$ cat src/rtl/tmds_pkg.sv
// Shared types and control tokens for the TMDS channel encoder.
package tmds_pkg;

    localparam int unsigned DATA_W  = 8;
    localparam int unsigned SYM_W   = 10;
    localparam int unsigned QM_W    = 9;
    localparam int unsigned COUNT_W = 4;

    typedef logic signed [4:0]  tally_t;
    typedef logic [SYM_W-1:0]   tmds_sym_t;

    localparam tmds_sym_t CTRL_TOKEN_00 = 10'b1101010100;
    localparam tmds_sym_t CTRL_TOKEN_01 = 10'b0010101011;
    localparam tmds_sym_t CTRL_TOKEN_10 = 10'b0101010100;
    localparam tmds_sym_t CTRL_TOKEN_11 = 10'b1010101011;

endpackage

$ cat src/rtl/tm_choice.sv
// Transition-minimization stage: picks an XOR or XNOR chain over the byte
// and flags the choice in q_m[8] (1 = XOR).
module tm_choice
    import tmds_pkg::*;
(
    input  logic [DATA_W-1:0] d,
    output logic [QM_W-1:0]   q_m
);

    logic [COUNT_W-1:0] ones;
    logic [DATA_W-1:0]  xor_chain;
    logic               use_xnor;
    logic               acc;

    // The XNOR chain equals the XOR prefix-parity chain with odd bits inverted.
    always_comb begin
        ones      = '0;
        acc       = 1'b0;
        xor_chain = '0;
        for (int i = 0; i < int'(DATA_W); i++) begin
            ones         = ones + COUNT_W'(d[i]);
            acc          = acc ^ d[i];
            xor_chain[i] = acc;
        end
        use_xnor = (ones > 4'd4) || ((ones == 4'd4) && !d[0]);
        q_m[DATA_W-1:0] = use_xnor ? (xor_chain ^ 8'b1010_1010) : xor_chain;
        q_m[QM_W-1]     = !use_xnor;
    end

endmodule

$ cat src/rtl/tmds_encoder.sv
// DC-balanced TMDS channel encoder, one symbol per clock.
// Define TMDS_ENCODER_OUTREG_EN to add a second output register (latency 2).
module tmds_encoder
    import tmds_pkg::*;
(
    input  logic              clk_in,
    input  logic              rst_in,
    input  logic [DATA_W-1:0] data_in,
    input  logic [1:0]        control_in,
    input  logic              ve_in,
    output logic [SYM_W-1:0]  tmds_out
);

    logic [QM_W-1:0]    q_m;
    logic [COUNT_W-1:0] n1;
    logic [COUNT_W-1:0] n0;
    tally_t             diff;
    tally_t             tally_d, tally_q;
    tmds_sym_t          sym_d, sym_q;
    logic               tally_pos;
    logic               tally_neg;

    tm_choice u_tm_choice (
        .d   (data_in),
        .q_m (q_m)
    );

    // Popcount, disparity case selection and next tally.
    always_comb begin
        sym_d     = '0;
        tally_d   = tally_q;
        n1        = '0;
        for (int i = 0; i < int'(DATA_W); i++) begin
            n1 = n1 + COUNT_W'(q_m[i]);
        end
        n0        = COUNT_W'(4'd8 - n1);
        diff      = tally_t'(n1) - tally_t'(n0);
        tally_neg = tally_q[4];
        tally_pos = !tally_q[4] && (tally_q != '0);

        if (!ve_in) begin
            tally_d = '0;
            case (control_in)
                2'b00:   sym_d = CTRL_TOKEN_00;
                2'b01:   sym_d = CTRL_TOKEN_01;
                2'b10:   sym_d = CTRL_TOKEN_10;
                default: sym_d = CTRL_TOKEN_11;
            endcase
        end else if ((tally_q == '0) || (n1 == 4'd4)) begin
            sym_d   = {~q_m[8], q_m[8], q_m[8] ? q_m[7:0] : ~q_m[7:0]};
            tally_d = q_m[8] ? (tally_q + diff) : (tally_q - diff);
        end else if ((tally_pos && (n1 > n0)) || (tally_neg && (n0 > n1))) begin
            sym_d   = {1'b1, q_m[8], ~q_m[7:0]};
            tally_d = tally_q + (q_m[8] ? 5'sd2 : 5'sd0) - diff;
        end else begin
            sym_d   = {1'b0, q_m[8], q_m[7:0]};
            tally_d = tally_q + diff - (q_m[8] ? 5'sd0 : 5'sd2);
        end
    end

    always_ff @(posedge clk_in) begin
        if (rst_in) begin
            sym_q   <= '0;
            tally_q <= '0;
        end else begin
            sym_q   <= sym_d;
            tally_q <= tally_d;
        end
    end

`ifdef TMDS_ENCODER_OUTREG_EN
    tmds_sym_t out_q;

    always_ff @(posedge clk_in) begin
        if (rst_in) begin
            out_q <= '0;
        end else begin
            out_q <= sym_q;
        end
    end

    assign tmds_out = out_q;
`else
    assign tmds_out = sym_q;
`endif

endmodule

$ cat config.mk
export PLATFORM = sky130hd
export DESIGN_NAME = tmds_encoder
export DESIGN_NICKNAME = d
export VERILOG_FILES = /design/src/rtl/tmds_pkg.sv /design/src/rtl/tm_choice.sv /design/src/rtl/tmds_encoder.sv
export SDC_FILE = /design/constraint.sdc
export NUM_CORES = 1
export LEC_CHECK = 0
export ABC_AREA = 0
export BUFFER_PORTS_ARGS = -buffer_cell sky130_fd_sc_hd__buf_2
export CORE_MARGIN = 4
export CORE_UTILIZATION = 47
export DETAILED_ROUTE_END_ITERATION = 8
export HOLD_SLACK_MARGIN = 0.08
export PLACE_DENSITY = 0.67
export SYNTH_ARGS = -nofsm -noshare
export SYNTH_HDL_FRONTEND = slang
export SYNTH_SLANG_ARGS = --single-unit
$ cat constraint.sdc
create_clock -name clk_in -period 16.46 [get_ports clk_in]
set_input_delay 2.469 -clock clk_in [delete_from_list [all_inputs] [get_ports clk_in]]
set_output_delay 2.469 -clock clk_in [all_outputs]
set_load 0.005 [all_outputs]
---- Yosys cells after proc, flatten, opt, wreduce, memory -nomap -nowiden ----
Index checks and enable logic that the tools add are counted.
word-level totals
  bits in registers ....................... 15
  bits of input ports ..................... 13
  output and inout bits ................... 10
  word-level logic and storage cells ...... 65
operators by class
  muxes and demuxes ....................... 11
  reductions and logical operators ........ 14
  equal/unequal tests ..................... 4
  add/sub/neg operators ................... 21
  $lt $le $gt $ge ......................... 3
  bitwise logic cells ..................... 10
operator list
  kind                                                            number
  adder 4 x 1 -> 4 bit                                            10
  two-way mux 10 bit                                              3
  one-hot mux 10 bit (3 select lines)                             1
  two-way mux 8 bit                                               2
  two-way mux 5 bit                                               3
  subtractor 5 bit                                                2
  == test 4 x 3 -> 1 bit (second input constant)                  2
  greater-than comparator 4 bit                                   2
  NOT 8 bit                                                       1
  bitwise XOR 1 bit                                               7
  adder 5 x 3 -> 5 bit                                            1
  adder 5 bit                                                     1
  zero test 5 bit                                                 1
  nonzero test 5 bit                                              1
  subtractor 4 x 4 -> 5 bit                                       1
  subtractor 5 x 3 -> 5 bit                                       1
  adder 1 x 1 -> 2 bit                                            2
  adder 3 x 1 -> 4 bit                                            1
  greater-than comparator 4 x 3 -> 1 bit (second input constant)  1
  logical AND 1 bit                                               4
  two-way mux 2 bit                                               2
  NOT 4 bit                                                       1
  subtractor 4 bit (first input constant)                         1
  adder 2 x 1 -> 3 bit                                            1
  other kinds (7)                                                 11

---- Longest topological paths before layout ----
  word-level depth ........................ 25
  mapped depth ............................ 30
  mapped depth without buffers ............ 30

---- Hierarchy ----
Synthesis repeated with hierarchy kept, for this count alone.
second synthesis, totals
  cell total of the unflattened synthesis .. 208
  area, all modules ....................... 1885.6 µm²
modules (own cells, without submodules)
  module        instances  seq. area each (µm²)  cells an instance  area each (µm²)
  tmds_encoder  1          300.3                 178                1535.2
  tm_choice     1          0.0                   30                 350.3

---- Worst setup path after synthesis ----
Ideal clock, no wire load.
  path kind ............................... input to register
  from .................................... input port data_in[0]
  to ...................................... register tally_q[4]
  path slack .............................. 5705 ps
  required time ........................... 16332 ps
  buffers on the path ..................... 0
  library setup time ...................... 128 ps
  arrival ................................. 10627 ps
  cell stages on the path ................. 29
  cells stage by stage .................... ha_1 > inv_1 > fa_1 > fa_1 > inv_1 > fa_1 > fa_1 > nor3b_1 > o21ai_1 > a21oi_4 > inv_2 > xnor2_1 > fa_1 > fa_1 > fa_1 > ha_1 > fa_1 > xnor2_2 > inv_2 > ha_1 > or3b_1 > o21ai_1 > a31oi_1 > ha_1 > a21oi_1 > a32o_1 > a2111oi_0 > a311oi_1 > mux2i_1
between the ends
  longest elaborated chain between the ends .. 24
  elaborated cells on any way between the ends .. 47
  those cells by class .................... 21 x add/sub; 3 x order compare; 2 x eq/ne; 6 x mux; 8 x bitwise; 7 x reduce/logical
ends and longest elaborated chain
  what                                                           line                text
  from (decl)                                                    tmds_encoder.sv:8   input logic [DATA_W-1:0] data_in,
  branches (longest 23 deep; another with adder 4 x 1 -> 4 bit)  --
  two-way mux 5 bit (*)                                          tmds_encoder.sv:49  end else if ((tally_q == '0) || (n1 == 4'd4)) begin
  to (signal assigned)                                           tmds_encoder.sv:67  tally_q <= tally_d;
  to (decl)                                                      tmds_encoder.sv:18  tally_t tally_d, tally_q;
Every way passes the cells marked *.
A chain may end at the register's enable or synchronous reset.

---- Worst setup path after layout ----
Same ends and word-level chain as after synthesis.

==> key figures <==
Global route
  • Number of global-route vias before repair: approximately 1500
  • First-pass GRT wire length: 7090 µm
  • Largest net degree at the start of global routing: 11
  • GRT Util Overall: about 17%
  • Global route overflow: 0
  • Initial antenna violation count: 0

Logic synthesis
  • Number of enable flip-flop cells after synthesis: 0
  • Register area share after synthesis: between 10% and 20%
  • Synth Area per Inst: 9.13 µm²
  • Post-synth top flop: dfxtp_1
  • Top-count cell post-synth: inv_1
  • Post-synth ARST share: 0%
  • Post-Syn Area: roughly 1900 µm²
  • Synth Net Count: around 250
  • Synth Register Bits: 15
  • Synth top area share: ~16%
  • Cells after synthesis: 204
  • Netlist cell types: 52
  • Ranking of synthesized cells by area: dfxtp_1 16%, ha_1 15%, fa_1 13%
  • Most frequent cells after synthesis: 26 x inv_1, 23 x ha_1, 15 x a21oi_1, 15 x dfxtp_1, 15 x xnor2_1
  • Yosys Warn Count: 0
  • Area leader, netlist: dfxtp_1

Drt
  • Starting DRT DRC Count: 91
  • WL/cell: 14.5 µm
  • Drt drc: 0
  • DR vias: 1504
  • Antenna Nets Post-Route: 0
  • Vias per cell: ~5.4
  • Final WL: ~4000 µm
  • First-pass detailed-route iteration total: 4

STA
  • Worst hold margin: around 0.47 ns
  • Setup TNS: 0 ns
  • Final Slew Violations: 0
  • Fin. Hold Viols: 0
  • Unrepaired setup endpoints after global routing: false
  • Fin crit share: between 70% and 80%
  • Peak Freq: about 86 MHz
  • Minimum clock period: between 10 and 15 ns
  • Post-Route Skew: roughly 0.0036 ns
  • Setup violators final: 0
  • Slew HR: slightly above 60%
  • Worst-Margin Slew: ~0.56 ns

Finish
  • Fin nets: between 200 and 300
  • Multi-input logic area: about 1400 µm²
  • Ant diodes: 0
  • Fin cells: around 280
  • Area growth syn-to-layout: 11.1%
  • Number of fill cells: approximately 340
  • Ratio of cells with drive above 1 in the final layout: approximately 18%
  • FF/Latch Area: about 300 µm²

Critical path
  • Crit. End Element: flip-flop
  • Crit-path max FO: 10
  • CP Class: in -> reg
  • CP dominant cell by count: fa_1
  • CP Data Required Time: between 15 and 20 ns
  • Critical path arrival: roughly 12 ns
  • CP Launch Type: primary input
  • Slowest stage delay, CP: 0.57 ns
  • Worst path slowest cell: fa_1

CTS
  • Clk slew on worst S/H paths: approximately 0.07 ns
  • CTS max path bufs: 2
  • CTS Hold Bufs: 0
  • CTS H-tree lvls: 1
  • Cts repair resizes: 0
  • Root buf cell: clkbuf_8
  • Setup Buffers After CTS: 0
  • Skew-Pair Late Insertion Delay: approximately 0.25 ns
  • CTS tree: built
  • Sink Count: 15
  • TritonCTS buffer count: 3

Floorplanning
  • Top Ports: 23
  • DIE HEIGHT: ~71 µm
  • Die width: roughly 71 µm
  • Core area: roughly 3700 µm²
  • Total Die Area: 5040 µm²
  • Starting density of the core: approximately 50%
  • Row cnt: 22

Place
  • Placed cells: 272
  • Port Buffers: 22
  • HPWL Detailed: approximately 3400 µm
  • GPL Wtd Cong: approximately 0.84

Run status
  • Status: finished, final reports clean

Flow run
  • Max_cap viols: 0

Worst hold path
  • Hold Crit Class: reg -> reg
## state kept, by name (all words and copies together) (netlist names)
| register | cells |
|---|---|
| tally_q | 5 |
| tmds_out | 10 |
## kinds of logic (layout without fill, tap and decap cells)
logic type | Yosys count | in the layout | synth area share (%)
adder cells (fa/ha/maj) | 35 | 35 | 28.3
multiplexers | 6 | 6 | 3.56
flip-flops | 15 | 15 | 16.1
AO/OA/AOI/OAI | 50 | 50 | 20.3
AND/OR/NAND/NOR | 47 | 47 | 13.6
buffers and inverters | 30 | 54 | 6.11
XOR/XNOR | 21 | 21 | 11.9
## final cells by class
type | instances | area share [%]
Clock inverter | 1 | 0.242
Sequential cell | 15 | 14.5
Timing Repair Buffer | 22 | 5.32
Tap cell | 48 | 2.90
Inverter | 28 | 5.08
Clock buffer | 3 | 1.99
Multi-Input combinational cell | 159 | 70.0
## layout by cell type (no fill, tap or decap), drive strengths merged, types with 2 or more instances in the layout
cell type	Yosys	routed
inv	28	28
ha	23	23
buf	1	22
xnor2	18	18
a21oi	16	16
dfxtp	15	15
fa	12	12
nor2	11	11
o211ai	7	7
o21ai	6	6
nand2b	5	5
nand3	5	5
and3	4	4
nand2	4	4
mux2i	4	4
nor3	3	3
nor4	3	3
nand4	3	3
o31ai	3	3
clkbuf	1	3
a211oi	3	3
a21o	2	2
o21a	2	2
and2	2	2
o21bai	2	2
xor2	2	2
a31oi	2	2
mux2	2	2
## worst max-delay path: cells and delay by family
kind                     cells  cell delay [ns]
AND/OR/NAND/NOR              3             1.16
XOR/XNOR                     1             0.23
multiplexers                 1             0.15
adder cells (fa/ha/maj)     12             5.17
AO/OA/AOI/OAI                8             1.97
buffers and inverters        5             0.56
## routing by layer
layer  global-route usage (%)  up-vias  share of wire [%]
met5                        0        -                  0
li1                         -      769                  -
met3                     1.56        6                4.5
met4                     5.01        0                1.3
met2                     27.6       38                 45
met1                     25.0      691                 49
## stage by stage
step	worst slack (ns)	utilization, %	area, µm²
2_1_floorplan	5.70	-	1860
5_1_grt	4.32	55.3	2070
6_report	4.88	55.3	2070
3_5_place_dp	4.61	54.1	2020
4_1_cts	4.85	55.3	2070
3_3_place_gp	4.76	54.1	2020
## worst paths after layout
kind,from,to,slack [ns],cells after the start
setup reg to reg,tally_q[3],tally_q[4],14.21,6
hold / removal,tally_q[0],tally_q[0],0.47,1
setup / recovery,data_in[0],tally_q[4],4.88,30
hold reg to reg,tally_q[0],tally_q[0],0.47,1
Power is not shown: default switching activity piles up to over one toggle a cycle in this logic, so the estimate is an artifact.
